### config.mk
export PLATFORM = sky130hd
export DESIGN_NAME = writeback_unit_flat
export DESIGN_NICKNAME = d
export VERILOG_FILES = /design/src/rtl/writeback_unit_pkg.sv /design/src/rtl/writeback_unit_if.sv /design/src/rtl/result_mux4.sv /design/src/rtl/writeback_unit_load_align.sv /design/src/rtl/writeback_unit.sv /design/src/flat_wrapper.sv
export SDC_FILE = /design/constraint.sdc
export NUM_CORES = 1
export LEC_CHECK = 0
export ABC_CLOCK_PERIOD_IN_PS = 5400
export CAP_MARGIN = 10
export CORE_ASPECT_RATIO = 0.6
export CORE_MARGIN = 3
export CORE_UTILIZATION = 40
export DETAILED_ROUTE_END_ITERATION = 10
export MAX_ROUTING_LAYER = met4
export PLACE_DENSITY = 0.83
export RECOVER_POWER = 50
export REMOVE_ABC_BUFFERS = 1
export SYNTH_ARGS = -nofsm -noshare
export SYNTH_HDL_FRONTEND = slang
export SYNTH_SLANG_ARGS = --single-unit
### constraint.sdc
create_clock -name clk -period 5.4 [get_ports clk]
set_clock_uncertainty 0.15 [all_clocks]
set_input_delay 1.62 -clock clk [delete_from_list [all_inputs] [get_ports clk]]
set_output_delay 1.62 -clock clk [all_outputs]
set_load 0.1 [all_outputs]
### src/rtl/writeback_unit_pkg.sv
// Shared encodings for the RV32I writeback stage: result source select and load funct3.
package writeback_unit_pkg;

    typedef enum logic [1:0] {
        SRC_ALU  = 2'd0,
        SRC_LOAD = 2'd1,
        SRC_PC4  = 2'd2,
        SRC_IMM  = 2'd3
    } result_src_e;

    typedef enum logic [2:0] {
        F3_LB  = 3'b000,
        F3_LH  = 3'b001,
        F3_LW  = 3'b010,
        F3_LBU = 3'b100,
        F3_LHU = 3'b101
    } load_f3_e;

endpackage

### src/rtl/writeback_unit_if.sv
// W-stage instruction bundle handed from the previous pipeline stage to writeback.
interface writeback_unit_if #(
    parameter int XLEN   = 32,
    parameter int REG_AW = 5
);
    logic              valid_w;
    logic              stall_w;
    logic              flush_w;
    logic [1:0]        result_src_w;
    logic [2:0]        funct3_w;
    logic [1:0]        addr_lo_w;
    logic [XLEN-1:0]   alu_result_w;
    logic [XLEN-1:0]   read_data_w;
    logic [XLEN-1:0]   pc_plus4_w;
    logic [XLEN-1:0]   imm_w;
    logic [REG_AW-1:0] rd_w;
    logic              reg_write_w;

    modport master (
        output valid_w, stall_w, flush_w, result_src_w, funct3_w, addr_lo_w,
               alu_result_w, read_data_w, pc_plus4_w, imm_w, rd_w, reg_write_w
    );

    modport slave (
        input  valid_w, stall_w, flush_w, result_src_w, funct3_w, addr_lo_w,
               alu_result_w, read_data_w, pc_plus4_w, imm_w, rd_w, reg_write_w
    );
endinterface

### src/rtl/result_mux4.sv
// Generic 4:1 result-source multiplexer shared across pipeline stages.
module result_mux4 #(
    parameter int W = 32
) (
    input  logic [1:0]   sel,
    input  logic [W-1:0] in0,
    input  logic [W-1:0] in1,
    input  logic [W-1:0] in2,
    input  logic [W-1:0] in3,
    output logic [W-1:0] out
);
    // Select one of four sources.
    always_comb begin
        case (sel)
            2'd0:    out = in0;
            2'd1:    out = in1;
            2'd2:    out = in2;
            default: out = in3;
        endcase
    end
endmodule

### src/rtl/writeback_unit_load_align.sv
// Load lane extraction, sign/zero extension and misaligned/illegal load detection.
module load_align
    import writeback_unit_pkg::*;
#(
    parameter int XLEN = 32
) (
    input  logic            is_load,
    input  logic [2:0]      funct3,
    input  logic [1:0]      addr_lo,
    input  logic [XLEN-1:0] read_data,
    output logic [XLEN-1:0] load_data,
    output logic            misalign
);
    logic [7:0]  byte_lane;
    logic [15:0] half_lane;
    logic        illegal;

    // Pick the addressed lane, extend it, and classify the access.
    always_comb begin
        // NOTE: every variable assigned here gets a default first, so no path leaves one unassigned and no latch is inferred.
        load_data = read_data;
        illegal   = 1'b0;
        byte_lane = read_data[7:0];
        case (addr_lo)
            2'd0:    byte_lane = read_data[7:0];
            2'd1:    byte_lane = read_data[15:8];
            2'd2:    byte_lane = read_data[23:16];
            default: byte_lane = read_data[31:24];
        endcase
        half_lane = addr_lo[1] ? read_data[31:16] : read_data[15:0];
        case (funct3)
            F3_LB:   load_data = {{(XLEN-8){byte_lane[7]}}, byte_lane};
            F3_LH:   load_data = {{(XLEN-16){half_lane[15]}}, half_lane};
            F3_LW:   load_data = read_data;
            F3_LBU:  load_data = {{(XLEN-8){1'b0}}, byte_lane};
            F3_LHU:  load_data = {{(XLEN-16){1'b0}}, half_lane};
            default: illegal   = 1'b1;
        endcase
        misalign = is_load && (illegal
                   || (((funct3 == F3_LH) || (funct3 == F3_LHU)) && addr_lo[0])
                   || ((funct3 == F3_LW) && (addr_lo != 2'd0)));
    end
endmodule

### src/rtl/writeback_unit.sv
// Writeback stage: result select, registered register-file write, commit history for bypass, retire counter.
module writeback_unit
    import writeback_unit_pkg::*;
#(
    parameter int XLEN       = 32,
    parameter int REG_AW     = 5,
    parameter int HIST_DEPTH = 2,
    parameter int CNT_W      = 32
) (
    input  logic              clk,
    input  logic              rst,
    writeback_unit_if.slave   w,
    input  logic [REG_AW-1:0] rs1_q,
    input  logic [REG_AW-1:0] rs2_q,
    output logic              rf_we,
    output logic [REG_AW-1:0] rf_waddr,
    output logic [XLEN-1:0]   rf_wdata,
    output logic              rs1_hit,
    output logic              rs2_hit,
    output logic [XLEN-1:0]   rs1_data,
    output logic [XLEN-1:0]   rs2_data,
    output logic              load_misalign,
    output logic [CNT_W-1:0]  retired
);
    typedef struct packed {
        logic              valid;
        logic [REG_AW-1:0] addr;
        logic [XLEN-1:0]   data;
    } hist_entry_t;

    hist_entry_t     hist [HIST_DEPTH];
    logic [XLEN-1:0] load_data;
    logic [XLEN-1:0] result;
    logic            misalign;
    logic            accept;
    logic            commit;

    load_align #(.XLEN(XLEN)) u_load_align (
        .is_load   (w.result_src_w == SRC_LOAD),
        .funct3    (w.funct3_w),
        .addr_lo   (w.addr_lo_w),
        .read_data (w.read_data_w),
        .load_data (load_data),
        .misalign  (misalign)
    );

    result_mux4 #(.W(XLEN)) u_result_mux (
        .sel (w.result_src_w),
        .in0 (w.alu_result_w),
        .in1 (load_data),
        .in2 (w.pc_plus4_w),
        .in3 (w.imm_w),
        .out (result)
    );

    // Flush beats stall; a misaligned load retires but never writes.
    always_comb begin
        accept = w.valid_w && !w.stall_w && !w.flush_w;
        commit = accept && w.reg_write_w && (w.rd_w != '0) && !misalign;
    end

    // Register the write, shift history on commit, count retirements.
    always_ff @(posedge clk) begin
        if (!rst) begin
            rf_we         <= 1'b0;
            rf_waddr      <= '0;
            rf_wdata      <= '0;
            load_misalign <= 1'b0;
            retired       <= '0;
            // NOTE: history is a handful of flops read for bypass, so clearing it on reset is cheap and keeps stale entries from hitting.
            for (int k = 0; k < HIST_DEPTH; k++) begin
                hist[k] <= '0;
            end
        end else begin
            // NOTE: sequential state uses non-blocking assignment so the shift below reads pre-edge values.
            rf_we         <= commit;
            load_misalign <= accept && misalign;
            if (accept) begin
                retired <= retired + CNT_W'(1);
            end
            if (commit) begin
                rf_waddr <= w.rd_w;
                rf_wdata <= result;
                for (int k = HIST_DEPTH - 1; k > 0; k--) begin
                    hist[k] <= hist[k-1];
                end
                hist[0] <= '{valid: 1'b1, addr: w.rd_w, data: result};
            end
        end
    end

    // Bypass lookup: scan oldest to newest so the newest match overrides.
    always_comb begin
        rs1_hit  = 1'b0;
        rs2_hit  = 1'b0;
        rs1_data = '0;
        rs2_data = '0;
        for (int k = HIST_DEPTH - 1; k >= 0; k--) begin
            if (hist[k].valid && (hist[k].addr == rs1_q) && (rs1_q != '0)) begin
                rs1_hit  = 1'b1;
                rs1_data = hist[k].data;
            end
            if (hist[k].valid && (hist[k].addr == rs2_q) && (rs2_q != '0)) begin
                rs2_hit  = 1'b1;
                rs2_data = hist[k].data;
            end
        end
    end
endmodule
### src/flat_wrapper.sv
// flat-port wrapper written by rule: the top's interface ports become plain ports
module writeback_unit_flat import writeback_unit_pkg::*;
#(
    parameter int XLEN       = 32,
    parameter int REG_AW     = 5,
    parameter int HIST_DEPTH = 2,
    parameter int CNT_W      = 32
)
  (clk, rst, rs1_q, rs2_q, rf_we, rf_waddr, rf_wdata, rs1_hit, rs2_hit, rs1_data, rs2_data, load_misalign, retired, w_valid_w, w_stall_w, w_flush_w, w_result_src_w, w_funct3_w, w_addr_lo_w, w_alu_result_w, w_read_data_w, w_pc_plus4_w, w_imm_w, w_rd_w, w_reg_write_w);
  writeback_unit_if #(.XLEN(XLEN), .REG_AW(REG_AW)) w_i ();
  input  logic clk;
  input  logic rst;
  input  logic [REG_AW-1:0] rs1_q;
  input  logic [REG_AW-1:0] rs2_q;
  output logic rf_we;
  output logic [REG_AW-1:0] rf_waddr;
  output logic [XLEN-1:0] rf_wdata;
  output logic rs1_hit;
  output logic rs2_hit;
  output logic [XLEN-1:0] rs1_data;
  output logic [XLEN-1:0] rs2_data;
  output logic load_misalign;
  output logic [CNT_W-1:0] retired;
  input wire logic [$bits(w_i.valid_w)-1:0] w_valid_w;
  input wire logic [$bits(w_i.stall_w)-1:0] w_stall_w;
  input wire logic [$bits(w_i.flush_w)-1:0] w_flush_w;
  input wire logic [$bits(w_i.result_src_w)-1:0] w_result_src_w;
  input wire logic [$bits(w_i.funct3_w)-1:0] w_funct3_w;
  input wire logic [$bits(w_i.addr_lo_w)-1:0] w_addr_lo_w;
  input wire logic [$bits(w_i.alu_result_w)-1:0] w_alu_result_w;
  input wire logic [$bits(w_i.read_data_w)-1:0] w_read_data_w;
  input wire logic [$bits(w_i.pc_plus4_w)-1:0] w_pc_plus4_w;
  input wire logic [$bits(w_i.imm_w)-1:0] w_imm_w;
  input wire logic [$bits(w_i.rd_w)-1:0] w_rd_w;
  input wire logic [$bits(w_i.reg_write_w)-1:0] w_reg_write_w;
  assign w_i.valid_w = w_valid_w;
  assign w_i.stall_w = w_stall_w;
  assign w_i.flush_w = w_flush_w;
  assign w_i.result_src_w = w_result_src_w;
  assign w_i.funct3_w = w_funct3_w;
  assign w_i.addr_lo_w = w_addr_lo_w;
  assign w_i.alu_result_w = w_alu_result_w;
  assign w_i.read_data_w = w_read_data_w;
  assign w_i.pc_plus4_w = w_pc_plus4_w;
  assign w_i.imm_w = w_imm_w;
  assign w_i.rd_w = w_rd_w;
  assign w_i.reg_write_w = w_reg_write_w;
  writeback_unit #(.XLEN(XLEN), .REG_AW(REG_AW), .HIST_DEPTH(HIST_DEPTH), .CNT_W(CNT_W)) u_core (.clk(clk), .rst(rst), .w(w_i), .rs1_q(rs1_q), .rs2_q(rs2_q), .rf_we(rf_we), .rf_waddr(rf_waddr), .rf_wdata(rf_wdata), .rs1_hit(rs1_hit), .rs2_hit(rs2_hit), .rs1_data(rs1_data), .rs2_data(rs2_data), .load_misalign(load_misalign), .retired(retired));
endmodule
==> results of run 1 <==
-- final cells by class --
class | instances | area (um^2) | share of cell area
timing repair buffer | 335 | 4003 | 0.3100
antenna | 3 | 7.507 | 0.0005815
clock inverter | 15 | 185.2 | 0.01434
clock buffer | 17 | 425.4 | 0.03295
multi-input combinational | 573 | 4217 | 0.3266
inverter | 9 | 36.28 | 0.002811
tap | 266 | 332.8 | 0.02578
sequential | 147 | 3704 | 0.2869
-- path summary, 6_finish.rpt --
path,start,end,slack (ns)
worst max-delay path,rs2_q[1],rs2_data[18],0.08
worst min-delay path,u_core.rf_wdata[9]$_SDFFE_PN0P_,u_core.rf_wdata[9]$_SDFFE_PN0P_,0.30
worst max register to register,u_core.retired[0]$_SDFFE_PN0P_,u_core.retired[15]$_SDFFE_PN0P_,2.84
worst min register to register,u_core.rf_wdata[9]$_SDFFE_PN0P_,u_core.rf_wdata[9]$_SDFFE_PN0P_,0.30
-- metrics by stage --
step	hold slack, ns	cells	setup WS (ns)
final	0.2975	1365	0.07818
after global routing	0.3166	1364	0.01534
after CTS	0.3050	1362	0.001108
after detailed placement	0.2889	1322	-0.1894
after global placement	0.2827	1322	-0.1454
after floorplan	0.4213	729	-1.233
-- power by group through the flow --
stage | logic [W] | registers (W) | clock network, W
final | 0.000489 | 0.00125 | 0.00125
after global routing | 0.000513 | 0.00125 | 0.00130
after floorplan | 0.000174 | 0.00131 | 0
after CTS | 0.000486 | 0.00124 | 0.00125
after global placement | 0.000473 | 0.00126 | 0
after detailed placement | 0.000481 | 0.00127 | 0
-- placed cells by master (no fill, tap or decap), drive strengths merged, types with 4 or more instances in the layout --
| cell | n |
|---|---|
| or4 | 5 |
| o211ai | 4 |
| a211oi | 30 |
| nor2 | 43 |
| dlygate4sd2 | 7 |
| inv | 17 |
| o21a | 7 |
| dlygate4sd3 | 69 |
| a21oi | 10 |
| xor2 | 15 |
| nand2b | 15 |
| nand2 | 73 |
| mux2 | 20 |
| o21ai | 42 |
| o31ai | 4 |
| a221oi | 6 |
| o2111a | 8 |
| a22o | 63 |
| and3 | 47 |
| o221a | 7 |
| mux2i | 16 |
| nor3 | 5 |
| or3 | 6 |
| a21boi | 4 |
| a21o | 30 |
| xnor2 | 23 |
| edfxtp | 76 |
| buf | 108 |
| nand4 | 16 |
| nor2b | 11 |
| o22ai | 7 |
| nor4 | 11 |
| nand3 | 9 |
| dfxtp | 71 |
| clkbuf | 22 |
| clkdlybuf4s50 | 146 |
| and2 | 18 |
-- registers in the layout, summed over array words and instances (netlist names) --
register              count
u_core.load_misalign      1
u_core.retired           32
u_core.hist              76
u_core.rf_waddr           5
u_core.rf_we              1
u_core.rf_wdata          32
-- worst max-delay path: stages --
cell and delay, ns:
dlygate4sd2_1 0.29, or4_4 0.57, nor2_4 0.14, or4_4 0.16, nor2_4 0.05, buf_4 0.16
buf_12 0.14, a22o_1 0.23, buf_12 0.17
-- metal layers --
layer  GRT usage  vias to the layer above  wire length [um]
met5           -                        -                 0
met4     0.06941                        0               620
met3     0.08495                       49              3709
met2      0.4194                      481             14140
met1      0.4009                     3855             13630
li1            -                     3588                 -
-- logic make-up (layout without fill, tap and decap cells) --
kind of cell	Yosys count	count (layout)	share of synthesized area
simple gates	268	268	0.1847
other cells	0	3	0
flops	147	147	0.4609
buf+inv	71	376	0.04251
fa+ha+maj	1	1	0.001557
compound gates	230	230	0.2205
mux	36	36	0.04843
xor+xnor	38	38	0.04142
-- what timing repair did --
item	CTS	global route
setup endpoints to repair	63	23
buffers inserted	5	0
pin swaps	8	9
gates cloned	3	0
gates resized for setup	34	28
hold endpoints to repair	0	0
==> impl_metrics.py, run 1 <==
metrics = {
    "yosys": {
        "synth_area_leaders": "edfxtp_1 28%, dfxtp_1 18%, a22o_1 6.9%",
        "ys_ff_latch": 147,
        "synth_cells": 791,
        "synth.top_cell.area_share": 0.2840,
        "async_flop_share": 0,
        "yosysWarnings": 0,
        "synth.most_common_cell": "edfxtp_1",
        "avgSynthCellArea_um2": 10.16,
        "syn-cell-area_um2": 8035,
        "synth_top_area_cell": "edfxtp_1",
        "ys_seq_area_frac": 0.4609,
        "synth_cell_types": 69,
        "synth_edf_count": 76,
        "synthFlopType": "edfxtp_1",
        "synthTopCellsByCount": "76 x edfxtp_1, 72 x nand2_1, 71 x dfxtp_1, 63 x a22o_1, 47 x and3_1",
    },
    "route": {
        "viasPerCell": 5.841,
        "drtIter0Drc": 875,
        "vias": 7973,
        "dr.pass1.iters": 5,
        "routed_wl_mm": 32.10,
        "ant_nets": 0,
        "post_drt_wl_per_cell_um": 23.51,
        "drc": 0,
    },
    "place": {
        "gp_congestion": 0.9679,
        "placed_area_um2": 11990,
        "hpwl_mm": 23.18,
        "port_buffers": 292,
    },
    "clock_network": {
        "clkSinkCount": 147,
        "clockBufferDepth": 2,
        "clock_latency_ns": 0.42,
        "h-tree-depth": 4,
        "cts-root-buf": "clkbuf_16",
        "postCtsHoldBufs": 0,
        "path_clk_slew_ns": 0.06,
        "cts_tree": "done",
        "numCtsBuffers": 17,
    },
    "sta": {
        "fin_crit_sh": 0.9855,
        "fmax_mhz": 187.9,
        "max_slew_margin": 0.07044,
        "hold_violations": 0,
        "min_period_ns": 5.322,
        "tns_ns": 0,
        "slew_viol_final": 0,
        "rsz0062_at_grt": "false",
        "timing_worst_slew_pin_value_ns": 1.382,
        "setup_viol": 0,
    },
    "power_and_ir_drop": {
        "p_sw_w": 0.0008539,
        "p_sw_frac": 0.2863,
        "combPwrFrac": 0.164,
        "p_int_w": 0.002129,
        "power_frac_clock": 0.418,
        "pwr_density_cell_nw_per_um2": 231.0,
        "pwr-share-seq": 0.418,
        "total_power_w": 0.002983,
        "p_leak_nw": 5.478,
        "ir_drop_mv": 0.1875,
    },
    "worst_setup_path": {
        "cp_max_fo": 10,
        "path_class": "in2out",
        "worstPathRequired_ns": 3.63,
        "start_kind": "primary input",
        "reg2reg_depth": 5,
        "cp_data_arrival_time_ns": 3.55,
        "end_kind": "primary output",
    },
    "global_route": {
        "grt_max_degree": 44,
        "grt_pass1_wl_mm": 46.59,
        "grt_pass1_vias": 7615,
        "gr-total-overflow": 0,
        "track_usage": 0.2899,
        "antenna_found_initial": 2,
    },
    "die": {
        "start_util": 0.4148,
        "ios": 293,
        "floorplan.rows": 39,
        "die_area_um2": 21880,
        "die_x_um": 189.0,
        "die_h_um": 115.8,
        "core_um2": 19370,
    },
    "min_path": {
        "holdPathStages": 1,
        "min_path_type": "reg2reg",
    },
    "layout": {
        "fin_nets": 1240,
        "design_area_um2": 12910,
        "final_util": 0.6664,
        "area_growth_pct": 60.67,
        "drive_above_1_share": 0.1971,
        "fillerInstances": 1464,
    },
    "run": {
        "maxCapViolations": 0,
    },
    "status": {
        "outcome": "finished, final reports clean",
    },
}
Power figures use the tool's default switching activity.
==> run 2, diff against run 1 <==
--- a/config.mk
+++ b/config.mk
@@ -11,10 +11,13 @@
 export CORE_MARGIN = 3
 export CORE_UTILIZATION = 40
 export DETAILED_ROUTE_END_ITERATION = 10
+export GPL_ROUTABILITY_DRIVEN = 0
+export HOLD_SLACK_MARGIN = 0.1
 export MAX_ROUTING_LAYER = met4
 export PLACE_DENSITY = 0.83
 export RECOVER_POWER = 50
 export REMOVE_ABC_BUFFERS = 1
+export SKIP_LAST_GASP = 1
 export SYNTH_ARGS = -nofsm -noshare
 export SYNTH_HDL_FRONTEND = slang
 export SYNTH_SLANG_ARGS = --single-unit
==> run 2 against run 1 <==
Compared with the run above: the run now ends with capacitance limit, slew limit left; worst hold slack got worse by 0.0031 ns; register-to-register slack gained 0.05 ns; die area is the same; non-clock buffer count shrank 1; critical path type unchanged.
==> impl_metrics.py, run 2 (same netlist as run 1, synthesis figures left out) <==
metrics = {
    "status": {
        "outcome": "finished with violations",
        "violations": "capacitance limit, slew limit",
    },
    "global_route": {
        "gr-total-overflow": 0,
        "track_usage": 0.2919,
        "grt_pass1_vias": 7711,
        "grt_max_degree": 46,
        "antenna_found_initial": 6,
        "grt_pass1_wl_mm": 46.86,
    },
    "sta": {
        "slew_viol_final": 46,
        "fin_crit_sh": 0.9862,
        "hold_violations": 0,
        "setup_viol": 0,
        "timing_worst_slew_pin_value_ns": 1.692,
        "hold_ws_ns": 0.2944,
        "max_slew_margin": -0.1281,
        "fmax_mhz": 187.8,
        "min_period_ns": 5.326,
    },
    "layout": {
        "area_growth_pct": 59.70,
        "design_area_um2": 12830,
        "reg.largest.list": "u_core.hist (76), u_core.retired (32), u_core.rf_wdata (32)",
        "layout_common_cells": "143 x clkdlybuf4s50_1, 76 x edfxtp_1, 72 x nand2_1, 72 x dlygate4sd3_1",
        "drive_above_1_share": 0.1872,
        "largest_reg_flops": 76,
        "final_util": 0.6624,
        "max_flop_register": "u_core.hist",
        "layout_commonest_cell": "clkdlybuf4s50_1",
        "fin_nets": 1239,
    },
    "worst_setup_path": {
        "critPathTopFamily": "simple AND/OR/NAND/NOR gates",
        "start_kind": "primary input",
        "path_common_cell": "buf_12",
        "slowest_stage": "or4_4",
        "cp_cell_sequence": "dlygate4sd2_1, or4_4, nor2_4, or4_4, nor2_4, buf_12, buf_12, a22o_1, buf_12",
        "end_kind": "primary output",
        "cp_data_arrival_time_ns": 3.56,
        "r2r-start": "u_core.retired[4]$_SDFFE_PN0P_",
        "cp_max_fo": 8,
        "worstPathRequired_ns": 3.63,
        "worst-path-buf-inv": 4,
        "critPathLaunch": "rs2_q[1]",
        "cpPeakStageDelay_ns": 0.55,
        "path_class": "in2out",
    },
    "clock_network": {
        "cts-root-buf": "clkbuf_16",
        "path_clk_slew_ns": 0.06,
        "numCtsBuffers": 17,
        "clockBufferDepth": 2,
        "postCtsHoldBufs": 0,
        "cts_tree": "done",
        "clkSinkCount": 147,
        "h-tree-depth": 4,
        "clock_latency_ns": 0.43,
    },
    "route": {
        "drtIter0Drc": 839,
        "viasPerCell": 5.841,
        "ant_nets": 0,
        "vias": 7996,
        "post_drt_wl_per_cell_um": 23.58,
        "routed_wl_mm": 32.28,
        "dr.pass1.iters": 5,
        "drc": 0,
    },
    "power_and_ir_drop": {
        "p_int_w": 0.002122,
        "p_sw_w": 0.0008160,
        "p_leak_nw": 5.423,
        "ir_drop_mv": 0.2229,
        "p_sw_frac": 0.2777,
        "pwr-share-seq": 0.425,
        "power_frac_clock": 0.410,
        "combPwrFrac": 0.165,
        "pwr_density_cell_nw_per_um2": 229.0,
    },
    "die": {
        "die_h_um": 115.8,
        "die_x_um": 189.0,
        "core_um2": 19370,
        "floorplan.rows": 39,
        "ios": 293,
        "start_util": 0.4148,
        "die_area_um2": 21880,
    },
    "place": {
        "hpwl_mm": 23.11,
        "placed_area_um2": 11990,
        "port_buffers": 292,
    },
    "min_path": {
        "worstHoldStart": "u_core.rf_waddr[0]$_SDFFE_PN0P_",
        "min_path_type": "reg2reg",
    },
    "run": {
        "maxCapViolations": 1,
    },
}
[run 2: changes by cell type in the layout (fill, tap and decap cells not counted), moves of 3 or more]
cell,delta
a22o_1,+10
a22o_4,-10
clkbuf_2,-3
clkdlybuf4s50_1,-3
diode_2,+5
dlygate4sd2_1,+3
dlygate4sd3_1,+3
inv_8,-5
[run 2: through the flow]
stage / worst slack [ns] / instances / power, W / TNS (ns)
after global placement: -0.08629 / 1322 / 0.001736 / -3.880
after global routing: -0.006040 / 1367 / 0.003025 / -0.01061
after detailed placement: -0.1643 / 1322 / 0.001745 / -7.790
after floorplan: -1.233 / 729 / 0.001481 / -68.80
final: 0.07440 / 1369 / 0.002938 / 0
after CTS: 0.07363 / 1361 / 0.002944 / 0
[run 2: area by class of cell]
class                           count  area, um^2
Sequential cell                   147        3704
Clock inverter                     13       148.9
Tap cell                          266       332.8
Multi-Input combinational cell    573        4146
Inverter                            9       37.54
Antenna cell                        8       20.02
Fill cell                        1501        6540
Timing Repair Buffer              334        4000
Clock buffer                       19       442.9
[run 2: timing repair]
action | in CTS | in global routing
resized for setup | 30 | 9
cloned | 2 | 0
setup endpoints to repair | 64 | 30
buffers inserted | 5 | 0
pin swaps | 9 | 2
[run 2: power groups by stage]
stage,Combinational [W],Sequential [W],Clock [W]
6_report,0.000486,0.00125,0.00120
5_1_grt,0.000509,0.00125,0.00127
4_1_cts,0.000483,0.00124,0.00122
3_5_place_dp,0.000478,0.00127,0
3_3_place_gp,0.000471,0.00127,0
2_1_floorplan,0.000174,0.00131,0
[run 2: routing by layer]
metal	part of all wire	global-route usage	vias up	wire, um
met2	0.45	0.4309	442	14410
met4	0.018	0.07734	0	579
li1	-	-	3590	-
met1	0.43	0.3912	3912	13980
met3	0.10	0.09008	52	3313
met5	0	-	-	0
[run 2: path summary, 6_finish.rpt]
| check | to | slack (ns) | cells past startpoint |
|---|---|---|---|
| hold reg to reg | u_core.rf_waddr[0]$_SDFFE_PN0P_ | 0.29 | 1 |
| setup / recovery | rs2_data[12] | 0.07 | 9 |
| hold / removal | u_core.rf_waddr[0]$_SDFFE_PN0P_ | 0.29 | 1 |
| setup reg to reg | u_core.retired[15]$_SDFFE_PN0P_ | 2.89 | 5 |
==> run 3, diff against run 2 <==
--- a/config.mk
+++ b/config.mk
@@ -11,7 +11,7 @@
 export CORE_MARGIN = 3
 export CORE_UTILIZATION = 40
 export DETAILED_ROUTE_END_ITERATION = 10
-export GPL_ROUTABILITY_DRIVEN = 0
+export GPL_ROUTABILITY_DRIVEN = 1
 export HOLD_SLACK_MARGIN = 0.1
 export MAX_ROUTING_LAYER = met4
 export PLACE_DENSITY = 0.83
==> run 3 against run 2 <==
Compared with the run above: the run now ends clean; clock power up 4%; via count decreased by 0.20%; global-route usage is 0.21 points lower; non-clock buffer count rose by 1; register-to-register slack worse by 0.05 ns; maximum frequency rose by 0.11%; final cell count decreased by 0.29%; critical path depth stayed put; first-iteration DRC count up 6.3%; critical endpoint is now rs2_data[18]; largest cell class unchanged; largest power group unchanged; highest routed layer unchanged.
==> impl_metrics.py, run 3 (same netlist as run 1, synthesis figures left out) <==
metrics = {
    "worst_setup_path": {
        "slowest_stage": "or4_4",
        "worstPathRequired_ns": 3.63,
        "cp_max_fo": 10,
        "end_kind": "primary output",
        "cpPeakStageDelay_ns": 0.57,
        "critPathTopFamily": "simple AND/OR/NAND/NOR gates",
        "cp_cell_sequence": "dlygate4sd2_1, or4_4, nor2_4, or4_4, nor2_4, buf_4, buf_12, a22o_1, buf_12",
        "cp_data_arrival_time_ns": 3.55,
        "start_kind": "primary input",
        "worst-path-buf-inv": 4,
        "path_class": "in2out",
    },
    "layout": {
        "fillerInstances": 1464,
        "drive_above_1_share": 0.1971,
        "fin_nets": 1240,
        "largest_reg_flops": 76,
        "layout_commonest_cell": "clkdlybuf4s50_1",
        "area_growth_pct": 60.62,
        "max_flop_register": "u_core.hist",
        "layout_common_cells": "146 x clkdlybuf4s50_1, 76 x edfxtp_1, 72 x nand2_1",
        "reg.largest.list": "u_core.hist (76), u_core.retired (32), u_core.rf_wdata (32)",
    },
    "sta": {
        "setup_viol": 0,
        "fin_crit_sh": 0.9851,
        "hold_violations": 0,
        "tns_ns": 0,
        "max_slew_margin": 0.07292,
        "finalWorstSetupSlack_ns": 0.08027,
        "rsz0062_at_grt": "true",
        "slew_viol_final": 0,
        "fmax_mhz": 188.0,
        "timing_worst_slew_pin_value_ns": 1.378,
        "min_period_ns": 5.320,
    },
    "clock_network": {
        "clockBufferDepth": 2,
        "cts_tree": "done",
        "clock_latency_ns": 0.42,
        "h-tree-depth": 4,
        "path_clk_slew_ns": 0.06,
        "clkSinkCount": 147,
        "numCtsBuffers": 17,
        "cts-root-buf": "clkbuf_16",
    },
    "power_and_ir_drop": {
        "p_leak_nw": 5.477,
        "p_int_w": 0.002128,
        "pwr_density_cell_nw_per_um2": 231.1,
        "power_frac_clock": 0.418,
        "combPwrFrac": 0.164,
        "total_power_w": 0.002983,
        "p_sw_w": 0.0008545,
        "pwr-share-seq": 0.418,
        "p_sw_frac": 0.2865,
        "ir_drop_mv": 0.1888,
    },
    "min_path": {
        "min_path_type": "reg2reg",
    },
    "global_route": {
        "antenna_found_initial": 2,
        "grt_pass1_wl_mm": 46.59,
        "top_usage_layer": "met2",
        "gr-total-overflow": 0,
        "met2_usage": 0.4194,
        "use_met3": 0.08495,
        "grt_max_degree": 44,
        "grt_pass1_vias": 7615,
        "grt_use_met1": 0.4009,
        "track_usage": 0.2899,
    },
    "die": {
        "core_um2": 19370,
        "die_x_um": 189.0,
        "floorplan.rows": 39,
        "start_util": 0.4148,
        "die_h_um": 115.8,
        "ios": 293,
        "die_area_um2": 21880,
    },
    "route": {
        "drc": 0,
        "vias": 7980,
        "post_drt_wl_per_cell_um": 23.49,
        "dr.pass1.iters": 5,
        "ant_nets": 0,
        "viasPerCell": 5.846,
        "drtIter0Drc": 892,
        "routed_wl_mm": 32.07,
    },
    "place": {
        "dp_slack_ns": -0.1894,
        "gp_congestion": 0.9679,
        "hpwl_mm": 23.18,
        "port_buffers": 292,
    },
    "run": {
        "maxCapViolations": 0,
    },
    "status": {
        "outcome": "finished, final reports clean",
    },
}
run 3: what timing repair did:
| item | CTS | global route |
|---|---|---|
| cloned | 3 | 0 |
| buffers inserted | 5 | 0 |
| pin swaps | 8 | 9 |
| endpoints found under the setup margin | 63 | 23 |
| gates resized for setup | 34 | 27 |
| hold buffers | 0 | 0 |
run 3: layout make-up:
class	count	area, um^2	share of cell area
Antenna cell	3	7.507	0.0005817
Timing Repair Buffer	335	3999	0.3098
Multi-Input combinational cell	573	4217	0.3267
Clock buffer	17	425.4	0.03296
Sequential cell	147	3704	0.2870
Tap cell	266	332.8	0.02579
Clock inverter	15	185.2	0.01435
Inverter	9	36.28	0.002811
run 3: through the flow:
stage / hold WS (ns) / instance area [um^2] / util / std cells
5_1_grt: 0.3166 / 12900 / 0.6661 / 1364
2_1_floorplan: 0.4213 / 7730 / - / 729
3_5_place_dp: 0.2889 / 11990 / 0.6189 / 1322
6_report: 0.2968 / 12910 / 0.6662 / 1365
4_1_cts: 0.3050 / 12840 / 0.6628 / 1362
3_3_place_gp: 0.2827 / 11990 / 0.6189 / 1322
run 3: power groups by stage:
stage | logic, W | registers [W] | clock network (W)
after floorplan | 0.000174 | 0.00131 | 0
after global placement | 0.000473 | 0.00126 | 0
after detailed placement | 0.000481 | 0.00127 | 0
after CTS | 0.000486 | 0.00124 | 0.00125
after global routing | 0.000513 | 0.00125 | 0.00130
final | 0.000489 | 0.00125 | 0.00125
run 3: metal layers:
metal | part of all wire | up-vias
met3 | 0.12 | 47
met1 | 0.42 | 3884
met5 | 0 | -
met2 | 0.44 | 458
li1 | - | 3591
met4 | 0.019 | 0
run 3: final timing paths:
kind / startpoint / end / slack, ns / cells past startpoint
setup / recovery: rs2_q[1] / rs2_data[18] / 0.08 / 9
hold / removal: u_core.rf_wdata[9]$_SDFFE_PN0P_ / u_core.rf_wdata[9]$_SDFFE_PN0P_ / 0.30 / 1
setup reg to reg: u_core.retired[0]$_SDFFE_PN0P_ / u_core.retired[15]$_SDFFE_PN0P_ / 2.84 / 5
hold reg to reg: u_core.rf_wdata[9]$_SDFFE_PN0P_ / u_core.rf_wdata[9]$_SDFFE_PN0P_ / 0.30 / 1
